==> src/rtl/dec_scan_pkg.sv <==
// Shared types and constants for the 2:4 decoder scan sequencer.
package dec_scan_pkg;
  localparam int NCH  = 4;
  localparam int CH_W = $clog2(NCH);

  typedef enum logic [1:0] {
    S_IDLE,
    S_ACTIVE,
    S_BLANK
  } state_t;
endpackage

==> src/rtl/dec_next_ch.sv <==
// Circular priority search: first set mask bit strictly after cur, wrapping 3->0.
module dec_next_ch
  import dec_scan_pkg::*;
(
  input  logic [CH_W-1:0] cur,
  input  logic [NCH-1:0]  mask,
  output logic [CH_W-1:0] nxt,
  output logic            wrap,
  output logic            none
);

  logic [CH_W-1:0] w_idx;
  logic            w_found;

  // NOTE: every variable gets a default at the top of always_comb so no path leaves it unassigned (no latch).
  always_comb begin
    nxt     = cur;
    w_found = 1'b0;
    w_idx   = cur;
    for (int i = 1; i <= NCH; i++) begin
      w_idx = cur + CH_W'(i);
      if (!w_found && mask[w_idx]) begin
        nxt     = w_idx;
        w_found = 1'b1;
      end
    end
  end

  // A lone set bit finds itself after a full lap, which also counts as a wrap.
  assign wrap = (nxt <= cur);
  assign none = (mask == '0);

endmodule

==> src/rtl/dec_scan_ctrl.sv <==
// Round-robin scan sequencer driving a 2:4 decoder select/enable with dwell and blanking.
module dec_scan_ctrl
  import dec_scan_pkg::*;
#(
  parameter int DWELL_W   = 8,
  parameter int BLANK_CYC = 2
) (
  input  logic               clk,
  input  logic               rst,
  input  logic               start,
  input  logic               stop,
  input  logic               oneshot,
  input  logic [NCH-1:0]     mask,
  input  logic [DWELL_W-1:0] dwell,
  output logic [CH_W-1:0]    a,
  output logic               e,
  output logic               busy,
  output logic               done,
  output logic               ch_tick
);

  localparam int BCNT_W = (BLANK_CYC > 0) ? $clog2(BLANK_CYC + 1) : 1;
  localparam logic [BCNT_W-1:0] BLANK_LOAD = (BLANK_CYC > 0) ? BCNT_W'(BLANK_CYC - 1) : '0;

  state_t              r_state;
  logic [CH_W-1:0]     r_cur;
  logic [DWELL_W-1:0]  r_cnt;
  logic [BCNT_W-1:0]   r_bcnt;
  logic                r_oneshot;
  logic                r_e;
  logic                r_busy;
  logic                r_done;
  logic                r_tick;

  logic [CH_W-1:0]     w_search_cur;
  logic [CH_W-1:0]     w_nxt;
  logic                w_wrap;
  logic                w_none;
  logic                w_advance;
  logic                w_adv_end;
  logic                w_enter;

  // From IDLE the search starts "after" the last channel, yielding the lowest set bit.
  assign w_search_cur = (r_state == S_IDLE) ? CH_W'(NCH - 1) : r_cur;

  dec_next_ch u_next_ch (
    .cur  (w_search_cur),
    .mask (mask),
    .nxt  (w_nxt),
    .wrap (w_wrap),
    .none (w_none)
  );

  assign w_advance = ((r_state == S_BLANK) && (r_bcnt == '0)) ||
                     ((r_state == S_ACTIVE) && (r_cnt == '0) && (BLANK_CYC == 0));
  assign w_adv_end = w_none || (w_wrap && r_oneshot);
  assign w_enter   = ((r_state == S_IDLE) && start && !w_none) ||
                     (w_advance && !w_adv_end);

  // NOTE: sequential state uses non-blocking assignments so every register samples pre-edge values.
  always_ff @(posedge clk) begin
    if (rst) begin
      r_state   <= S_IDLE;
      r_cur     <= '0;
      r_cnt     <= '0;
      r_bcnt    <= '0;
      r_oneshot <= 1'b0;
      r_e       <= 1'b0;
      r_busy    <= 1'b0;
      r_done    <= 1'b0;
      r_tick    <= 1'b0;
    end else begin
      r_done <= 1'b0;
      r_tick <= 1'b0;
      if (stop) begin
        r_state <= S_IDLE;
        r_e     <= 1'b0;
        r_busy  <= 1'b0;
      end else if (w_enter) begin
        if (r_state == S_IDLE) r_oneshot <= oneshot;
        r_state <= S_ACTIVE;
        r_cur   <= w_nxt;
        r_cnt   <= dwell;
        r_e     <= 1'b1;
        r_busy  <= 1'b1;
        r_tick  <= 1'b1;
      end else if (w_advance) begin
        r_state <= S_IDLE;
        r_e     <= 1'b0;
        r_busy  <= 1'b0;
        r_done  <= 1'b1;
      end else begin
        case (r_state)
          S_ACTIVE: begin
            if (r_cnt != '0) begin
              r_cnt <= r_cnt - 1'b1;
            end else begin
              r_state <= S_BLANK;
              r_bcnt  <= BLANK_LOAD;
              r_e     <= 1'b0;
            end
          end
          S_BLANK:  r_bcnt <= r_bcnt - 1'b1;
          S_IDLE:   r_state <= S_IDLE;
          default:  r_state <= S_IDLE;
        endcase
      end
    end
  end

  assign a       = r_cur;
  assign e       = r_e;
  assign busy    = r_busy;
  assign done    = r_done;
  assign ch_tick = r_tick;

endmodule

==> config.mk <==
export PLATFORM = sky130hd
export DESIGN_NAME = dec_scan_ctrl
export DESIGN_NICKNAME = d
export VERILOG_FILES = /design/src/rtl/dec_scan_pkg.sv /design/src/rtl/dec_next_ch.sv /design/src/rtl/dec_scan_ctrl.sv
export SDC_FILE = /design/constraint.sdc
export NUM_CORES = 1
export LEC_CHECK = 0
export CORE_ASPECT_RATIO = 2
export CORE_MARGIN = 5
export CORE_UTILIZATION = 34
export DETAILED_ROUTE_END_ITERATION = 10
export PLACE_DENSITY_LB_ADDON = 0.08
export SYNTH_ARGS = -nofsm -noshare
export SYNTH_HDL_FRONTEND = slang
export SYNTH_SLANG_ARGS = --single-unit
==> constraint.sdc <==
create_clock -name clk -period 5.1 [get_ports clk]
set_input_delay 1.53 -clock clk [delete_from_list [all_inputs] [get_ports clk]]
set_output_delay 1.53 -clock clk [all_outputs]
set_load 0.01 [all_outputs]
---- Yosys cells after proc, flatten, opt, wreduce, memory -nomap -nowiden ----
Cells that the tools add are included.
storage, ports and cells
  bits in registers ....................... 19
  bits in latches ......................... 0
  bits in writable memories ............... 0
  ROM bits ................................ 0
  input port bits ......................... 17
  output and inout port bits .............. 6
  word-level logic and storage cells ...... 99
  memories ................................ 0
cells by class
  $add $sub $neg .......................... 5
  multiply operators ...................... 0
  div/mod/pow operators ................... 0
  order comparisons ....................... 5
  equal/unequal tests ..................... 7
  shift-type cells ........................ 0
  muxes and demuxes ....................... 34
  bitwise gates (word level) .............. 4
  reductions and logical operators ........ 34
operators with widths
  cell                   number
  $mux W8                4
  $mux W1                17
  $mux W2                7
  $lt A2 B3 Y1 const B   4
  $bmux W1 S2            4
  $logic_and A1 B1 Y1    8
  $pmux W2 S2            2
  $reduce_and A2 Y1      4
  $reduce_bool A2 Y1     4
  $reduce_bool A8 Y1     1
  $sub A8 B1 Y8 const B  1
  $ne A3 B3 Y1 const B   2
  $logic_not A1 Y1       5
  $reduce_and A5 Y1      1
  $add A2 B2 Y2 const B  2
  $logic_not A2 Y1       2
  $logic_not A4 Y1       1
  $ne A4 B4 Y1 const B   1
  $not A1 Y1             4
  $reduce_and A4 Y1      1
  $reduce_or A4 Y1       1
  $reduce_and A3 Y1      1
  $reduce_bool A3 Y1     1
  $reduce_or A3 Y1       1
  9 further kinds        10

---- Longest topological paths before layout ----
Gate-level depths: netlist of run 1.
  depth after elaboration ................. 23
  gate-level depth with buffers ........... 18
  gate-level depth less buffers ........... 14

---- By module ----
A second synthesis of run 1 with hierarchy kept.
second synthesis, totals
  cells, all modules ...................... 155
  area, all modules ....................... 1271.2 µm²
modules (own cells, without submodules)
  module         instances  cells each  area an instance (µm²)  seq. area each (µm²)
  dec_scan_ctrl  1          134         1144.8                  380.4
  dec_next_ch    1          21          126.4                   0.0

---- Worst setup path after synthesis of run 1 ----
No wires, ideal clock.
  path kind ............................... input-to-reg
  start ................................... input port mask[1]
  end ..................................... register r_cnt[4]
  setup time .............................. 0.117 ns
  arrival ................................. 4.044 ns
  data required time ...................... 4.983 ns
  slack ................................... 0.938 ns
  cell stages on the path ................. 12
  buffers on the path ..................... 1
  path through ............................ or4b_4 > o221ai_2 > nand4_2 > mux2_4 > nor2_1 > ha_1 > a221oi_1 > a211o_1 > a31o_1 > buf_2 > mux2_2 > a32o_1
on the way
  word-level cells in the longest chain between the ends .. 20
  elaborated cells between the ends (all ways) .. 35
  classes of those cells .................. 1 x order compare; 1 x eq/ne; 16 x mux; 17 x reduce/logical
ends and longest elaborated chain
  what                                                          line                 source
  from (decl)                                                   dec_scan_ctrl.sv:13  input logic [NCH-1:0] mask,
  $bmux W1 S2                                                   dec_next_ch.sv:22    if (!w_found && mask[w_idx]) begin
  $mux W1 (not written as such)                                 dec_next_ch.sv:22
  $mux W1                                                       dec_next_ch.sv:22
  $logic_not A1 Y1                                              dec_next_ch.sv:22
  $logic_and A1 B1 Y1                                           dec_next_ch.sv:22
  $mux W1                                                       dec_next_ch.sv:22
  $logic_not A1 Y1                                              dec_next_ch.sv:22
  $logic_and A1 B1 Y1                                           dec_next_ch.sv:22
  (+4 left out)                                                 --
  named net u_next_ch.nxt[1]                                    dec_next_ch.sv:7     output logic [CH_W-1:0] nxt,
  $le A2 B2 Y1 (*)                                              dec_next_ch.sv:30    assign wrap = (nxt <= cur);
  $logic_and A1 B1 Y1 (*)                                       dec_scan_ctrl.sv:56  assign w_adv_end = w_none || (w_wrap && r_oneshot);
  $logic_or A1 B1 Y1 (*)                                        dec_scan_ctrl.sv:56
  $logic_not A1 Y1 (*)                                          dec_scan_ctrl.sv:58  (w_advance && !w_adv_end);
  $logic_and A1 B1 Y1 (*)                                       dec_scan_ctrl.sv:58
  $logic_or A1 B1 Y1 (*)                                        dec_scan_ctrl.sv:57  assign w_enter = ((r_state == S_IDLE) && start && !w_none) ||
  $ne A2 B1 Y1 (no line) or $reduce_bool A2 Y1 (tied branches)  --
  $reduce_and A4 Y1 (no line)                                   --
  to (signal assigned)                                          dec_scan_ctrl.sv:83  r_cnt <= dwell;
  to (signal assigned)                                          dec_scan_ctrl.sv:96  r_cnt <= r_cnt - 1'b1;
  to (decl)                                                     dec_scan_ctrl.sv:27  logic [DWELL_W-1:0] r_cnt;
Mark *: on every way through the listed nets, which the timed path passes. The rest lies on a longest branch. The select of a mux whose other input is x is not followed.
A chain may end at the register's enable or synchronous reset.

---- Worst setup path after layout of run 1 ----
  start ................................... input port mask[3]
  end ..................................... register r_oneshot
on the way
  word-level cells in the longest chain between the ends .. 19
  elaborated cells between the ends (all ways) .. 31
  classes of those cells .................. 1 x order compare; 15 x mux; 15 x reduce/logical
ends and longest elaborated chain
  what                             line                 source
  $bmux W1 S2                      dec_next_ch.sv:22
  $mux W1 (not written as such)    dec_next_ch.sv:22
  $mux W1                          dec_next_ch.sv:22
  $logic_not A1 Y1                 dec_next_ch.sv:22
  $logic_and A1 B1 Y1              dec_next_ch.sv:22
  $mux W1                          dec_next_ch.sv:22
  $logic_not A1 Y1                 dec_next_ch.sv:22
  $logic_and A1 B1 Y1              dec_next_ch.sv:22
  (+4 left out)                    --
  named net u_next_ch.nxt[1]       dec_next_ch.sv:7
  $le A2 B2 Y1 (*)                 dec_next_ch.sv:30
  $logic_and A1 B1 Y1 (*)          dec_scan_ctrl.sv:56
  $logic_or A1 B1 Y1 (*)           dec_scan_ctrl.sv:56
  $logic_not A1 Y1 (*)             dec_scan_ctrl.sv:58
  $logic_and A1 B1 Y1 (*)          dec_scan_ctrl.sv:58
  $logic_or A1 B1 Y1 (*)           dec_scan_ctrl.sv:57
  $reduce_and A3 Y1 (no line) (*)  --
  to (signal assigned)             dec_scan_ctrl.sv:80  if (r_state == S_IDLE) r_oneshot <= oneshot;
  to (decl)                        dec_scan_ctrl.sv:29  logic r_oneshot;
Marked as above.

==> results.yml, run 1 <==
outcome:
  status: "finished clean"
cts:
  cts-root-buf: "clkbuf_8"
  h-tree-depth: 1
  clk_latency_ns: 0.26
  cts.clk_slew.worst_paths_ns: 0.07
  cts_buffers: 3
  cts_sinks: 19
  cts_tree: "done"
  ctsHoldBuffers: 0
  clock_path_buffers: 2
routing:
  num_vias: 1395
  drt_iter0_markers: 36
  ant_nets: 0
  post_drt_via_cell_ratio: 5.72
  finalWirelength_mm: 4.05
  first_pass_iters: 4
  wl_per_cell_um: 16.6
  route.detailed.drc: 0
placed_design:
  place.gp.congestion: 0.910
  post-dp-hpwl_mm: 3.29
  portBuffers: 22
  pre_cts_slack_ns: -0.129
  dpl_cell_area_mm2: 0.00169
logic_synthesis:
  synth.area.top_cells: "dfxtp_1 26%, ha_1 6.1%, nor2_1 5.5%"
  synthAdderAreaFrac_pct: 6.10
  yosys.area.top_type: "dfxtp_1"
  yosys_warnings: 0
  synth_top_family_by_area: "simple AND/OR/NAND/NOR gates"
  synthCells: 172
  synth_xor_xnor_area_share_pct: 1.83
  async_reset_ff_share_pct: 0
  netlist_area_mm2: 0.00144
  synth-compound-area-share_pct: 22.1
  synthSimpleGateAreaFrac_pct: 29.7
  ys_seq_area_share_pct: 26.5
  yosys_most_used_dff: "dfxtp_1"
  synth_common_cells: "21 x nor2_1, 19 x dfxtp_1, 14 x nand2_1"
  synth-seq-cells: 19
  synth_top_area_share_pct: 26.5
  synth_nets: 196
  synth.distinct_cells: 50
  synth_edf_count: 0
  synth.most_common_cell: "nor2_1"
  syn_area_per_cell_um2: 8.35
  muxShareOfSynthArea_pct: 7.75
sta:
  fin_ws_ns: 0.295
  worst_pin_slew_ns: 0.748
  clock_skew_ns: 0.00360
  maxSlewViolCount: 0
  whs_ns: 0.462
  max_freq_ghz: 0.208
  slew_headroom_pct: 50.0
  period_needed_ns: 4.80
  finalHoldViolations: 0
  rsz0062_at_grt: "no"
  setup_viol: 0
  period_share_pct: 94.2
finish:
  fill_cells: 426
  design_area_mm2: 0.00174
  syn_to_final_growth_pct: 21.3
  antenna_cells: 0
  nNetsFinal: 217
  drive_above_1_share_pct: 11.5
critical_path:
  worstSetupPathType: "primary input to flip-flop"
  cpPeakStageDelay_ns: 0.58
  critPathRequiredTime_ns: 5.25
  r2r.worst_path.cells: 15
  path_depth: 14
  critPathBufInv: 2
  slowest_stage: "clkdlybuf4s50_1"
  path_delay_family: "compound AO/OA/AOI/OAI gates"
  start_kind: "primary input"
  critPathMaxFanout: 10
  crit_arrival_ns: 4.96
  cp-end-kind: "flip-flop"
  cp_cell_sequence: "clkdlybuf4s50_1 -> or4b_4 -> o221ai_2 -> nand4_2 -> mux2_4 -> nor2_1 -> ha_1 -> nand2b_1 -> a221oi_1 -> a211o_1 -> a31o_1 -> buf_4 -> o311a_1 -> a41o_1"
global_route:
  overflow: 0
  antenna_found_initial: 0
  grt_pass1_vias: 1473
  grt_max_degree: 25
  grtUsageTotal_pct: 14.8
  grt_pass1_wl_mm: 6.77
die:
  initial_core_util_pct: 35.1
  fp.dieW_um: 56.0
  dieHeight_um: 102
  boundaryPins: 23
  core_mm2: 0.00409
  fp.dieArea_mm2: 0.00570
  std_cell_rows: 33
power:
  ir_drop_mv: 0.139
  power.density_mw_per_mm2: 224
  p_leak_nw: 0.612
worst_hold_path:
  hold-path-cell-count: 2
  hp-class: "flip-flop to flip-flop"
run:
  maxCapViolCount: 0
registers in the layout (all words and copies together), names as in the netlist:
signal / cells
ch_tick: 1
a: 2
done: 1
r_state: 2
busy: 1
r_cnt: 8
r_bcnt: 2
e: 1
r_oneshot: 1
tightest hold or removal path: cells and delay by family (launching register included):
kind / cells / cell delay, ns
AO/OA/AOI/OAI: 1 / 0.05
flip-flops: 1 / 0.31
AND/OR/NAND/NOR: 1 / 0.05
cell usage in the layout, fill, tap and decap left out, types with 5 or more instances in the layout:
cell,count
o21ai_0,5
mux2_2,5
ha_1,7
clkdlybuf4s50_1,22
nor3_1,6
nor2_1,21
dfxtp_1,19
a21oi_1,7
nand2_1,14
inv_1,9
kinds of logic (layout without fill, tap and decap cells):
group / after synthesis / in the layout
muxes: 10 / 10
buffers and inverters: 18 / 38
adders and majority gates: 7 / 7
DFF: 19 / 19
AOI/OAI and AO/OA: 38 / 38
xor gates and xnor gates: 3 / 3
and+or+nand+nor: 77 / 77
per-stage QoR:
stage	util [%]	setup TNS (ns)	cells	power, mW
global placement	41.4	0	240	0.286
CTS	42.5	0	244	0.395
finish	42.6	0	244	0.390
global route	42.6	0	244	0.414
detailed placement	41.4	-0.611	240	0.288
floorplan	-	0	172	0.248
area by class of cell:
cell class              count  area, um2  share of cell area [%]
multi-input cells         135        976                    56.0
flip-flops and latches     19        380                    21.8
repair buffers             25        243                    13.9
well taps                  52       65.1                    3.73
clock buffers               4       45.0                    2.58
inverters                   9       33.8                    1.94
worst paths after layout:
check             start        end  slack [ns]
max             mask[3]  r_oneshot        0.30
min reg2reg        busy       busy        0.46
min                busy       busy        0.46
max reg2reg  r_state[0]  r_oneshot        1.14
timing repair:
| action | 4_1_cts | 5_1_grt |
|---|---|---|
| gates resized for setup | 0 | 1 |
| setup endpoints to repair | 0 | 4 |
| setup buffers | 0 | 0 |
report_power, final:
part           switching (mW)  total, mW  internal (mW)
clock network          0.0508      0.106         0.0556
registers              0.0111      0.168          0.156
logic                  0.0597      0.116         0.0566
per-layer routing:
| metal | global-route usage (%) | routed length [um] | vias up |
|---|---|---|---|
| met1 | 13.2 | 1400 | 667 |
| met3 | 2.02 | 143 | 14 |
| met5 | 0 | 0 | - |
| li1 | - | - | 678 |
| met4 | 9.87 | 157 | 0 |
| met2 | 29.9 | 2350 | 36 |
Power figures use the tool's default switching activity.
==> run 2, diff against run 1 <==
Settings changed: RECOVER_POWER from default to 50.
==> run 2 against run 1 <==
Maximum frequency is 0.86% lower. Utilization unchanged. Power down 0.26%. Critical endpoint unchanged. Largest cell class unchanged.
==> results.yml, run 2 (synthesis gave the netlist of run 1 again) <==
sta:
  period_needed_ns: 4.85
  worst_pin_slew_ns: 0.748
  fin_ws_ns: 0.253
  rsz0062_at_grt: "no"
  max_freq_ghz: 0.206
  finalSetupTns_ns: 0
  period_share_pct: 95.0
  setup_viol: 0
  finalHoldViolations: 0
  slew_headroom_pct: 50.0
  whs_ns: 0.459
  maxSlewViolCount: 0
  clock_skew_ns: 0.00360
die:
  initial_core_util_pct: 35.1
  boundaryPins: 23
  dieHeight_um: 102
  std_cell_rows: 33
  fp.dieArea_mm2: 0.00570
  core_mm2: 0.00409
  fp.dieW_um: 56.0
cts:
  h-tree-depth: 1
  cts_tree: "done"
  clk_latency_ns: 0.26
  cts_buffers: 3
  clock_path_buffers: 2
  cts.clk_slew.worst_paths_ns: 0.07
  cts_sinks: 19
  ctsHoldBuffers: 0
  cts-root-buf: "clkbuf_8"
finish:
  largest_reg_flops: 8
  final_cell_mix: "21 x nor2_1, 19 x dfxtp_1, 15 x clkdlybuf4s50_1, 14 x nand2_1, 9 x inv_1"
  syn_to_final_growth_pct: 21.3
  nNetsFinal: 217
  final_common_cell: "nor2_1"
  multi_input_area_um2: 976
  design_area_mm2: 0.00174
  seq_area_um2: 380
  post-route-util_pct: 42.6
  antenna_cells: 0
  fill_cells: 426
  drive_above_1_share_pct: 11.5
  regMostFlops: "r_cnt"
  instances_no_fill: 244
routing:
  first_pass_iters: 4
  ant_nets: 0
  finalWirelength_mm: 4.05
  post_drt_via_cell_ratio: 5.72
  wl_per_cell_um: 16.6
  num_vias: 1395
  route.detailed.drc: 0
  drt_iter0_markers: 36
power:
  seq_power_share_pct: 43.0
  power.switching_mw: 0.121
  power_mw: 0.389
  swShare_pct: 31.2
  combPwrFrac_pct: 29.7
  p_leak_nw: 0.631
  clockPowerShare_pct: 27.3
  internal-power_mw: 0.268
  power.density_mw_per_mm2: 223
  ir_drop_mv: 0.139
global_route:
  grt_pass1_vias: 1473
  grtUsageTotal_pct: 14.8
  grt_max_degree: 25
  overflow: 0
  grt_pass1_wl_mm: 6.77
  antenna_found_initial: 0
critical_path:
  worstSetupPathType: "primary input to flip-flop"
  critPathRequiredTime_ns: 5.25
  crit_start: "mask[2]"
  cp_cell_sequence: "dlygate4sd3_1 -> nor2b_1 -> a2111o_1 -> nand4_2 -> mux2_4 -> nor2_1 -> ha_1 -> nand2b_1 -> a221oi_1 -> a211o_1 -> a31o_1 -> buf_4 -> o311a_1 -> a41o_1"
  r2r_slack_ns: 1.14
  start_kind: "primary input"
  slowest_stage: "dlygate4sd3_1"
  crit_arrival_ns: 5.00
  cp-end-kind: "flip-flop"
  critPathMaxFanout: 10
  critPathBufInv: 2
  cpPeakStageDelay_ns: 0.69
  worstReg2RegStart: "r_state[0]"
  path_delay_family: "compound AO/OA/AOI/OAI gates"
worst_hold_path:
  min-delay-start: "busy"
  hp-class: "flip-flop to flip-flop"
placed_design:
  post-place-cells: 240
  pre_cts_slack_ns: -0.129
  place.gp.congestion: 0.910
  dpl_cell_area_mm2: 0.00169
  post-dp-hpwl_mm: 3.29
  portBuffers: 22
run:
  maxCapViolCount: 0
outcome:
  status: "finished clean"
run 2: cell types whose count changed in the layout (fill, tap and decap cells not counted), sizes merged:
cell           change
clkdlybuf4s50      -7
dlygate4sd3        +7
run 2: final timing paths:
check / to / cells after the start
worst min register to register: busy / 2
worst max register to register: r_oneshot / 15
worst max-delay path: r_oneshot / 14
worst min-delay path: busy / 2
run 2: routing by layer:
metal | vias to the layer above | wire length (um) | global-route usage (%) | part of all wire (%)
met5 | - | 0 | 0 | 0
met4 | 0 | 157 | 9.87 | 3.9
met3 | 14 | 143 | 2.02 | 3.5
met2 | 36 | 2350 | 29.9 | 58
met1 | 667 | 1390 | 13.2 | 34
li1 | 678 | - | - | -
run 2: repair_timing:
item                                    in CTS  in global routing
endpoints found under the setup margin       0                  4
setup buffers                                0                  0
resized for setup                            0                  1
run 2: final cells by class:
| type | instances | area share [%] |
|---|---|---|
| clock buffers | 4 | 2.58 |
| inverters | 9 | 1.94 |
| multi-input cells | 135 | 56.0 |
| flip-flops and latches | 19 | 21.8 |
| well taps | 52 | 3.73 |
| repair buffers | 25 | 13.9 |
run 2: power groups by stage:
stage	sequential, mW	clock (mW)	combinational [mW]
floorplan	0.168	0	0.0804
global placement	0.170	0	0.116
detailed placement	0.171	0	0.117
CTS	0.167	0.110	0.117
global route	0.169	0.116	0.127
finish	0.167	0.106	0.115
run 2: worst min-delay path, cell delays in order (launching register included):
cell and delay [ns]:
dfxtp_1 0.31, nand2_1 0.05, a21oi_1 0.05
